### config.mk
export PLATFORM = sky130hd
export DESIGN_NAME = mem_stage_flat
export DESIGN_NICKNAME = d
export VERILOG_FILES = /design/src/rtl/mem_stage_pkg.sv /design/src/rtl/mem_stage_if.sv /design/src/rtl/mem_stage_wait_counter.sv /design/src/rtl/mem_stage.sv /design/src/flat_wrapper.sv
export SDC_FILE = /design/constraint.sdc
export NUM_CORES = 1
export LEC_CHECK = 0
export CORE_UTILIZATION = 33
export DETAILED_ROUTE_END_ITERATION = 8
export GPL_TIMING_DRIVEN = 0
export PLACE_DENSITY_LB_ADDON = 0.15
export SKIP_LAST_GASP = 1
export SLEW_MARGIN = 20
export SYNTH_ARGS = -nofsm -noshare
export SYNTH_HDL_FRONTEND = slang
export SYNTH_SLANG_ARGS = --single-unit
export TNS_END_PERCENT = 30
### constraint.sdc
create_clock -name clk -period 1.8 [get_ports clk]
set_input_delay 0.36 -clock clk [delete_from_list [all_inputs] [get_ports clk]]
set_output_delay 0.36 -clock clk [all_outputs]
set_load 0.02 [all_outputs]
### src/rtl/mem_stage_pkg.sv
// Shared pipeline definitions for the memory stage: widths, FSM encodings and the pending-access record.
// Latency and backpressure are not applicable: this package holds only types and constants.
package mem_stage_pkg;

    localparam int WORD_W    = 16;
    localparam int REG_IDX_W = 3;

    localparam logic [0:0] ST_IDLE = 1'b0;
    localparam logic [0:0] ST_WAIT = 1'b1;

    // Context of the access in flight, needed again when it retires.
    typedef struct packed {
        logic                 is_load;
        logic                 reg_wr;
        logic [REG_IDX_W-1:0] wr_reg;
    } pend_op_t;

    function automatic logic is_unaligned(input logic [WORD_W-1:0] addr);
        return addr[0];
    endfunction

endpackage

### src/rtl/mem_stage_if.sv
// Bundle of execution-stage inputs, data-memory port and write-back outputs around mem_stage.
// Latency and backpressure are not applicable: the bundle is wiring only; stalls are signalled on stall_pipe.
interface mem_stage_if;
    import mem_stage_pkg::*;

    logic                 ex_valid;
    logic                 ex_mem_read;
    logic                 ex_mem_write;
    logic [WORD_W-1:0]    ex_alu_out;
    logic [WORD_W-1:0]    ex_set;
    logic                 ex_set_sel;
    logic [WORD_W-1:0]    ex_wdata;
    logic                 ex_reg_wr;
    logic [REG_IDX_W-1:0] ex_wr_reg;

    logic                 mem_req;
    logic                 mem_wr;
    logic [WORD_W-1:0]    mem_addr;
    logic [WORD_W-1:0]    mem_wdata;
    logic [WORD_W-1:0]    mem_rdata;
    logic                 mem_done;

    logic                 stall_pipe;

    logic                 wb_valid;
    logic [WORD_W-1:0]    wb_data;
    logic                 wb_reg_wr;
    logic [REG_IDX_W-1:0] wb_wr_reg;
    logic                 wb_err;

    // Pipeline and data memory on one side, the memory stage on the other.
    modport master (
        output ex_valid, ex_mem_read, ex_mem_write, ex_alu_out, ex_set, ex_set_sel,
               ex_wdata, ex_reg_wr, ex_wr_reg, mem_rdata, mem_done,
        input  mem_req, mem_wr, mem_addr, mem_wdata, stall_pipe,
               wb_valid, wb_data, wb_reg_wr, wb_wr_reg, wb_err
    );

    modport slave (
        input  ex_valid, ex_mem_read, ex_mem_write, ex_alu_out, ex_set, ex_set_sel,
               ex_wdata, ex_reg_wr, ex_wr_reg, mem_rdata, mem_done,
        output mem_req, mem_wr, mem_addr, mem_wdata, stall_pipe,
               wb_valid, wb_data, wb_reg_wr, wb_wr_reg, wb_err
    );

endinterface

### src/rtl/mem_stage_wait_counter.sv
// Wait-cycle counter for an outstanding memory access; term flags the last permitted cycle (TIMEOUT-1).
// Count updates one cycle after clear/enable; no backpressure, clear has priority over enable.
module mem_wait_counter #(
    parameter int TIMEOUT = 32,
    parameter int CNT_W   = 8
) (
    input  logic             clk,
    input  logic             rst,
    input  logic             clear,
    input  logic             enable,
    output logic [CNT_W-1:0] count,
    output logic             term
);

    always_ff @(posedge clk) begin
        if (rst) begin
            count <= '0;
        end else if (clear) begin
            count <= '0;
        end else if (enable) begin
            count <= count + 1'b1;
        end
    end

    assign term = (count == CNT_W'(TIMEOUT - 1));

endmodule

### src/rtl/mem_stage.sv
// Memory stage: retires ALU ops in 1 cycle, runs loads/stores on a handshaked data port, flags bad/timed-out accesses.
// Stalls upstream (stall_pipe) for the whole WAIT phase; one bubble follows every memory op.
module mem_stage
    import mem_stage_pkg::*;
#(
    parameter int TIMEOUT = 32,
    parameter int CNT_W   = 8
) (
    input  logic       clk,
    input  logic       rst,
    mem_stage_if.slave bus
);

    logic [0:0]       state;
    pend_op_t         pend;
    logic             is_mem;
    logic             bad_access;
    logic             start_access;
    logic             cnt_en;
    logic             cnt_term;
    logic [CNT_W-1:0] wait_cnt;

    always_comb begin
        is_mem       = bus.ex_mem_read | bus.ex_mem_write;
        bad_access   = (bus.ex_mem_read & bus.ex_mem_write)
                     | (is_mem & is_unaligned(bus.ex_alu_out));
        start_access = (state == ST_IDLE) & bus.ex_valid & is_mem & ~bad_access;
        cnt_en       = (state == ST_WAIT) & ~bus.mem_done & ~cnt_term;
    end

    mem_wait_counter #(
        .TIMEOUT (TIMEOUT),
        .CNT_W   (CNT_W)
    ) u_wait_cnt (
        .clk    (clk),
        .rst    (rst),
        .clear  (start_access),
        .enable (cnt_en),
        .count  (wait_cnt),
        .term   (cnt_term)
    );

    assign bus.stall_pipe = (state == ST_WAIT);

    always_ff @(posedge clk) begin
        if (rst) begin
            state         <= ST_IDLE;
            pend          <= '0;
            bus.mem_req   <= 1'b0;
            bus.mem_wr    <= 1'b0;
            bus.mem_addr  <= '0;
            bus.mem_wdata <= '0;
            bus.wb_valid  <= 1'b0;
            bus.wb_data   <= '0;
            bus.wb_reg_wr <= 1'b0;
            bus.wb_wr_reg <= '0;
            bus.wb_err    <= 1'b0;
        end else begin
            bus.mem_req  <= 1'b0;
            bus.wb_valid <= 1'b0;
            case (state)
                ST_IDLE: begin
                    if (bus.ex_valid) begin
                        if (start_access) begin
                            bus.mem_req    <= 1'b1;
                            bus.mem_wr     <= bus.ex_mem_write;
                            bus.mem_addr   <= bus.ex_alu_out;
                            bus.mem_wdata  <= bus.ex_wdata;
                            pend.is_load   <= bus.ex_mem_read;
                            pend.reg_wr    <= bus.ex_reg_wr;
                            pend.wr_reg    <= bus.ex_wr_reg;
                            state          <= ST_WAIT;
                        end else begin
                            // Non-memory ops and rejected accesses both retire immediately.
                            bus.wb_valid  <= 1'b1;
                            bus.wb_data   <= bus.ex_set_sel ? bus.ex_set : bus.ex_alu_out;
                            bus.wb_reg_wr <= bus.ex_reg_wr & ~bad_access;
                            bus.wb_wr_reg <= bus.ex_wr_reg;
                            bus.wb_err    <= bad_access;
                        end
                    end
                end
                ST_WAIT: begin
                    // Completion is checked before the timeout so a done on the last cycle still succeeds.
                    if (bus.mem_done) begin
                        bus.wb_valid  <= 1'b1;
                        bus.wb_err    <= 1'b0;
                        bus.wb_wr_reg <= pend.wr_reg;
                        if (pend.is_load) begin
                            bus.wb_data   <= bus.mem_rdata;
                            bus.wb_reg_wr <= pend.reg_wr;
                        end else begin
                            bus.wb_data   <= bus.mem_addr;
                            bus.wb_reg_wr <= 1'b0;
                        end
                        state <= ST_IDLE;
                    end else if (cnt_term) begin
                        bus.wb_valid  <= 1'b1;
                        bus.wb_err    <= 1'b1;
                        bus.wb_reg_wr <= 1'b0;
                        bus.wb_wr_reg <= pend.wr_reg;
                        state         <= ST_IDLE;
                    end
                end
                default: state <= ST_IDLE;
            endcase
        end
    end

    a_wait_bounded: assert property (@(posedge clk) disable iff (rst)
        (state == ST_WAIT) |-> (int'(wait_cnt) < TIMEOUT));

endmodule

### src/flat_wrapper.sv
// flat-port wrapper written by rule: the top's interface ports become plain ports
module mem_stage_flat import mem_stage_pkg::*;
#(
    parameter int TIMEOUT = 32,
    parameter int CNT_W   = 8
)
  (clk, rst, bus_ex_valid, bus_ex_mem_read, bus_ex_mem_write, bus_ex_alu_out, bus_ex_set, bus_ex_set_sel, bus_ex_wdata, bus_ex_reg_wr, bus_ex_wr_reg, bus_mem_rdata, bus_mem_done, bus_mem_req, bus_mem_wr, bus_mem_addr, bus_mem_wdata, bus_stall_pipe, bus_wb_valid, bus_wb_data, bus_wb_reg_wr, bus_wb_wr_reg, bus_wb_err);
  mem_stage_if bus_i ();
  input  logic clk;
  input  logic rst;
  input wire logic [$bits(bus_i.ex_valid)-1:0] bus_ex_valid;
  input wire logic [$bits(bus_i.ex_mem_read)-1:0] bus_ex_mem_read;
  input wire logic [$bits(bus_i.ex_mem_write)-1:0] bus_ex_mem_write;
  input wire logic [$bits(bus_i.ex_alu_out)-1:0] bus_ex_alu_out;
  input wire logic [$bits(bus_i.ex_set)-1:0] bus_ex_set;
  input wire logic [$bits(bus_i.ex_set_sel)-1:0] bus_ex_set_sel;
  input wire logic [$bits(bus_i.ex_wdata)-1:0] bus_ex_wdata;
  input wire logic [$bits(bus_i.ex_reg_wr)-1:0] bus_ex_reg_wr;
  input wire logic [$bits(bus_i.ex_wr_reg)-1:0] bus_ex_wr_reg;
  input wire logic [$bits(bus_i.mem_rdata)-1:0] bus_mem_rdata;
  input wire logic [$bits(bus_i.mem_done)-1:0] bus_mem_done;
  output wire logic [$bits(bus_i.mem_req)-1:0] bus_mem_req;
  output wire logic [$bits(bus_i.mem_wr)-1:0] bus_mem_wr;
  output wire logic [$bits(bus_i.mem_addr)-1:0] bus_mem_addr;
  output wire logic [$bits(bus_i.mem_wdata)-1:0] bus_mem_wdata;
  output wire logic [$bits(bus_i.stall_pipe)-1:0] bus_stall_pipe;
  output wire logic [$bits(bus_i.wb_valid)-1:0] bus_wb_valid;
  output wire logic [$bits(bus_i.wb_data)-1:0] bus_wb_data;
  output wire logic [$bits(bus_i.wb_reg_wr)-1:0] bus_wb_reg_wr;
  output wire logic [$bits(bus_i.wb_wr_reg)-1:0] bus_wb_wr_reg;
  output wire logic [$bits(bus_i.wb_err)-1:0] bus_wb_err;
  assign bus_i.ex_valid = bus_ex_valid;
  assign bus_i.ex_mem_read = bus_ex_mem_read;
  assign bus_i.ex_mem_write = bus_ex_mem_write;
  assign bus_i.ex_alu_out = bus_ex_alu_out;
  assign bus_i.ex_set = bus_ex_set;
  assign bus_i.ex_set_sel = bus_ex_set_sel;
  assign bus_i.ex_wdata = bus_ex_wdata;
  assign bus_i.ex_reg_wr = bus_ex_reg_wr;
  assign bus_i.ex_wr_reg = bus_ex_wr_reg;
  assign bus_i.mem_rdata = bus_mem_rdata;
  assign bus_i.mem_done = bus_mem_done;
  assign bus_mem_req = bus_i.mem_req;
  assign bus_mem_wr = bus_i.mem_wr;
  assign bus_mem_addr = bus_i.mem_addr;
  assign bus_mem_wdata = bus_i.mem_wdata;
  assign bus_stall_pipe = bus_i.stall_pipe;
  assign bus_wb_valid = bus_i.wb_valid;
  assign bus_wb_data = bus_i.wb_data;
  assign bus_wb_reg_wr = bus_i.wb_reg_wr;
  assign bus_wb_wr_reg = bus_i.wb_wr_reg;
  assign bus_wb_err = bus_i.wb_err;
  mem_stage #(.TIMEOUT(TIMEOUT), .CNT_W(CNT_W)) u_core (.clk(clk), .rst(rst), .bus(bus_i));
endmodule
Yosys cells after proc, flatten, opt, wreduce, memory -nomap -nowiden
Index checks and enable logic that the tools add are counted.
{"block": "totals", "reg_bits": 70, "out_inout_bits": 57, "wordCells": 71}
{"block": "op_classes", "addsub": 1, "eq_ne": 5, "mux": 32, "bitwise_logic": 14, "n_reduce_logical": 5}
{"cell": "2-to-1 mux 16 bit", "count": 5}
{"cell": "case mux 16 bit (2 select lines)", "count": 1}
{"cell": "2-to-1 mux 1 bit", "count": 17}
{"cell": "2-to-1 mux 3 bit", "count": 4}
{"cell": "AND reduction 3 bit", "count": 3}
{"cell": "adder 8 x 1 -> 8 bit (second input constant)", "count": 1}
{"cell": "AND 1 bit", "count": 8}
{"cell": "== test 8 x 5 -> 1 bit (second input constant)", "count": 1}
{"cell": "case mux 1 bit (2 select lines)", "count": 4}
{"cell": "!= test 2 bit (second input constant)", "count": 3}
{"cell": "case mux 3 bit (2 select lines)", "count": 1}
{"cell": "NOT 1 bit", "count": 4}
{"cell": "OR reduction 2 bit", "count": 2}
{"cell": "!= test 3 bit (second input constant)", "count": 1}
{"cell": "OR 1 bit", "count": 2}

Logic depth before layout (Yosys ltp)
{"block": "logic_depth", "depth_word": 8, "ltp_mapped": 6, "mapped_depth_nobuf": 5}

Modules after synthesis
From an unflattened synthesis, not the netlist that was laid out.
{"block": "hier_totals", "cells_unflattened": 375, "area_unflattened_um2": 3186.8}
{"mod": "mem_stage", "instances": 1, "cells_per_inst": 335, "area_each_um2": 2829.0, "seq_area_each_um2": 1241.2}
{"mod": "mem_wait_counter", "instances": 1, "cells_per_inst": 40, "area_each_um2": 357.8, "seq_area_each_um2": 160.2}

Worst setup path before layout
Ideal clock, no wire load.
{"block": "synth_timing", "kind": "input -> register", "start": "input port bus_ex_set_sel", "end": "register u_core.bus.wb_data[0] in the netlist's numbering", "setup_time_ns": 0.134, "arrival_time_ns": 1.446, "required_ns": 1.666, "setup_slack_ns": 0.220, "cell_stages": 5, "path_buffers": 2, "cell_sequence": "buf_2 > clkbuf_1 > mux2_2 > o211ai_1 > a21oi_1"}
{"block": "synth_via", "elab_chain_cells": 4}
{"item": "start, declared", "line": "flat_wrapper.sv:16", "rtl": "input wire logic [$bits(bus_i.ex_set_sel)-1:0] bus_ex_set_sel;"}
{"item": "2-to-1 mux 16 bit", "line": "mem_stage.sv:76", "rtl": "bus.wb_data <= bus.ex_set_sel ? bus.ex_set : bus.ex_alu_out;"}
{"item": "2-to-1 mux 16 bit", "line": "mem_stage.sv:64", "rtl": "if (start_access) begin"}
{"item": "2-to-1 mux 16 bit", "line": "mem_stage.sv:63", "rtl": "if (bus.ex_valid) begin"}
{"item": "case mux 16 bit (2 select lines)", "line": "mem_stage.sv:61", "rtl": "case (state)"}
{"item": "end signal, assigned", "line": "mem_stage.sv:76"}
{"item": "end signal, assigned", "line": "mem_stage.sv:90", "rtl": "bus.wb_data <= bus.mem_rdata;"}
{"item": "end signal, assigned", "line": "mem_stage.sv:93", "rtl": "bus.wb_data <= bus.mem_addr;"}
{"item": "end, declared", "line": "mem_stage_if.sv:43", "rtl": "wb_valid, wb_data, wb_reg_wr, wb_wr_reg, wb_err"}
No other way between the ends. The select of a mux whose other input is x is not followed.
A chain may end at the register's enable or synchronous reset.

Final worst setup path
{"block": "layout_timing", "start": "register u_core.bus.mem_addr[5]", "end": "output port bus_mem_addr[5]"}
{"item": "start, declared", "line": "mem_stage_if.sv:42", "rtl": "output mem_req, mem_wr, mem_addr, mem_wdata, stall_pipe,"}
{"item": "start signal, assigned", "line": "mem_stage.sv:67", "rtl": "bus.mem_addr <= bus.ex_alu_out;"}
{"item": "end, declared", "line": "flat_wrapper.sv:24", "rtl": "output wire logic [$bits(bus_i.mem_addr)-1:0] bus_mem_addr;"}
No word-level cell between the ends.

==> results by group <==
Status
  – Run status: complete, no violations

Setup path
  – Worst EP required: 1.44 ns
  – First element of the critical path: u_core.bus.mem_addr[5]
  – Critical path depth in cells: 1
  – Worst Path Arrival: 1.34 ns
  – Critical path startpoint category: flop
  – Cell depth of the worst flop-to-flop path: 5
  – Buffering stage count on the worst path with inverters included: 1
  – Cell family contributing the most delay on the critical path: buffers and inverters
  – Minimum setup slack among reg-to-reg paths: 0.14 ns
  – Maximum fanout along the worst path: 3
  – Endpoint of the lowest-slack register-to-register path: u_core.bus.wb_data[2]
  – Worst Setup End Kind: primary output
  – Crit path largest cell delay: 0.63 ns
  – Endpoint of the most critical setup path: bus_mem_addr[5]
  – Crit path max-delay cell type: clkdlybuf4s50_1
  – Launch instance of the worst register-to-register path: u_core.bus.stall_pipe
  – Critical path start-end classification: flop to primary output
  – Crit-path cells: clkdlybuf4s50_1

STA
  – Final-report hold violation count: 0
  – Tightest hold margin: 0.417 ns
  – # setup viols final: 0
  – Period utilisation layout: 94.2%
  – RSZ-0062 raised after global routing: false
  – Clock skew: 0.0134 ns
  – Highest attainable clock frequency: 590 MHz
  – Final TNS setup: 0 ns
  – Worst slew margin relative to its limit: 56.2%
  – Slew at the pin closest to its max-slew limit: 0.657 ns
  – Max Slew Vio Count: 0
  – Minimum period implied by the final worst setup slack: 1.70 ns
  – Worst path setup slack after routing: 0.105 ns

Synth
  – Yosys reg bits: 70
  – Mapped cell area: 3200 sq um
  – Number of synthesized flops with an enable pin: 0
  – Mapped Nets: 450
  – Top cell type's share of synthesized area: 43.8%
  – Post-synth top flop: dfxtp_1
  – Main combinational cell family by area after synthesis: compound AO/OA/AOI/OAI gates
  – Post-synthesis share of cell area spent on full adders, half adders and majority gates: 0.704%
  – Library cell with the largest summed area after synthesis: dfxtp_1
  – Parity-gate share of the synthesized area counting xor and xnor cells: 1.88%
  – Area contributors post-synth: dfxtp_1 (44%), nand2_1 (13%), a21oi_1 (9.2%)
  – Fraction of the mapped netlist area in simple logic gates: 17.9%
  – Mux contribution to synthesized area: 11.6%
  – Compound-Gate Fraction of Synth Area: 18.3%
  – Post-synthesis async set-or-reset flop share: 0%
  – Gate Count Post-Synth: 374
  – Library cells used by synthesis: 42
  – Register area share after synthesis: 43.8%
  – Yosys warning count: 0
  – Syn_area_per_cell: 8.55 sq um

Detailed routing
  – Initial DRC Count: 131
  – Total via count after detailed routing: 3123
  – Post-DRT Antenna Nets: 0
  – Number of optimization iterations in the first detailed-route pass: 4
  – Vias/cell: 4.81
  – Residual DRC: 0
  – Final Routed Wirelength: 9890 um
  – Mean routed wirelength per cell: 15.2 um

Floorplanning
  – Area of the core: 9330 sq um
  – Initial Utilization: 34.3%
  – Width of the chip: 100 um
  – DIE HEIGHT: 100 um
  – Count of pins on the block boundary: 132
  – Total die area: 10100 sq um
  – Row count: 35

Placement
  – GP Congestion: 0.783
  – Final HPWL from detailed placement: 7280 um
  – Setup slack after placement: -0.491 ns
  – Number of buffer cells added on primary ports: 129

Clock tree
  – Clock Tree Root: clkbuf_8
  – CTS tree: built
  – Clock-pin slew reported for the worst setup and hold paths after clock tree synthesis: 0.08 ns
  – Skew-Pair Late Insertion Delay: 0.34 ns
  – Clock net sink count: 70
  – Maximum count of clock buffers along a single path: 2
  – Number of clock buffers inserted by TritonCTS: 9
  – Cts-stage hold buffer count: 0
  – Total number of H-tree levels: 3

Global routing
  – Total congestion overflow after global routing: 0
  – Vias in the first global route: 3059
  – Wire length of the first global-routing pass: 15600 um
  – Antenna violations before repair: 0
  – Total global-route track usage: 20.2%
  – Pin count of the biggest net entering global routing: 12

Final layout
  – Most common cell after layout, fill and taps aside: clkdlybuf4s50_1
  – Nets@finish: 591
  – Diode count: 0
  – Fill cells: 925
  – Largest registers: u_core.bus.mem_addr (16), u_core.bus.mem_wdata (16), u_core.bus.wb_data (16)
  – Commonest non-fill, non-tap cells in the layout: clkdlybuf4s50_1 (126), nand2_1 (109), dfxtp_1 (70)
  – Share of final-layout standard cells stronger than drive strength 1: 11.7%
  – Syn-to-layout area delta: 53.8%

Worst hold path
  – Path category of the worst min-delay check: input port to flop

Run
  – Maximum capacitance violations: 0

Power
  – Power density relative to cell area: 787 nW/um^2
  – Total leakage power: 0.00170 uW
  – Maximum resistive drop on vdd: 0.434 mV
## Yosys cell counts (2+ instances only)
cell type  count
nand2b_1       2
buf_4          3
dfxtp_1       70
o211ai_1      18
nor3_1         3
clkbuf_1      12
nand2_1      109
nor2_1        12
a21oi_2        3
or3_1          2
buf_12         3
xor2_1         3
nand3_1        3
a311oi_1       4
mux2_2        16
inv_1          2
xnor2_1        2
mux2i_1       19
buf_2          7
a21oi_1       59
## routing by layer
| layer | track usage (%) | up-vias | routed length (um) |
|---|---|---|---|
| li1 | - | 1576 | - |
| met1 | 25.4 | 1419 | 4440 |
| met2 | 33.1 | 111 | 4570 |
| met3 | 5.55 | 17 | 709 |
| met4 | 7.58 | 0 | 174 |
| met5 | 0 | - | 0 |
## cell type report
type / instances / area (sq um) / area share, %
Clock buffer: 12 / 145 / 2.95
Inverter: 2 / 7.51 / 0.153
Buffer: 27 / 186 / 3.79
Clock inverter: 4 / 70.1 / 1.42
Timing Repair Buffer: 130 / 1310 / 26.5
Multi-Input combinational cell: 275 / 1640 / 33.4
Sequential cell: 70 / 1400 / 28.5
Tap cell: 129 / 161 / 3.28
## power breakdown
| group | internal [uW] | switching [uW] |
|---|---|---|
| Clock | 816 | 587 |
| Sequential | 1630 | 44.5 |
| Combinational | 415 | 384 |
| Total | 2860 | 1020 |
## kinds of logic (layout without fill, tap and decap cells)
group	after synthesis	in the layout
buffers and inverters	29	175
flip-flops	70	70
XOR/XNOR	6	6
AO/OA/AOI/OAI	93	93
multiplexers	35	35
adder cells (fa/ha/maj)	2	2
AND/OR/NAND/NOR	139	139
## worst reg2reg max path: stages, from the launching register on
cell	delay, ns
dfxtp_1	0.53
clkbuf_2	0.34
clkbuf_2	0.34
nand2_1	0.10
o211ai_1	0.12
a21oi_1	0.09
## worst min path at each step
stage	start	end	slack, ns	cells past startpoint
floorplan	u_core.pend[0]	u_core.pend[0]	0.44	2
finish	bus_ex_mem_write	u_core.bus.mem_wr	0.42	3
global route	bus_ex_mem_write	u_core.bus.mem_wr	0.43	3
global placement	u_core.bus.wb_data[8]	u_core.bus.wb_data[8]	0.44	2
CTS	rst	u_core.bus.wb_wr_reg[0]	0.43	2
detailed placement	u_core.bus.wb_data[15]	u_core.bus.wb_data[15]	0.44	2
## what timing repair did
action,4_1_cts,5_1_grt
pin swaps,1,1
cloned,0,0
gates resized for setup,3,14
buffers inserted,1,0
setup endpoints to repair,38,60
## stage by stage
step	utilization [%]	instance area, sq um	power, uW	cells
after floorplan	-	3200	2090	374
after global placement	49.9	4650	2490	632
after detailed placement	49.9	4650	2500	632
after CTS	52.3	4880	3910	649
after global routing	52.8	4920	4060	649
final	52.8	4920	3870	649
No activity file was read; power rests on OpenSTA's default activity.
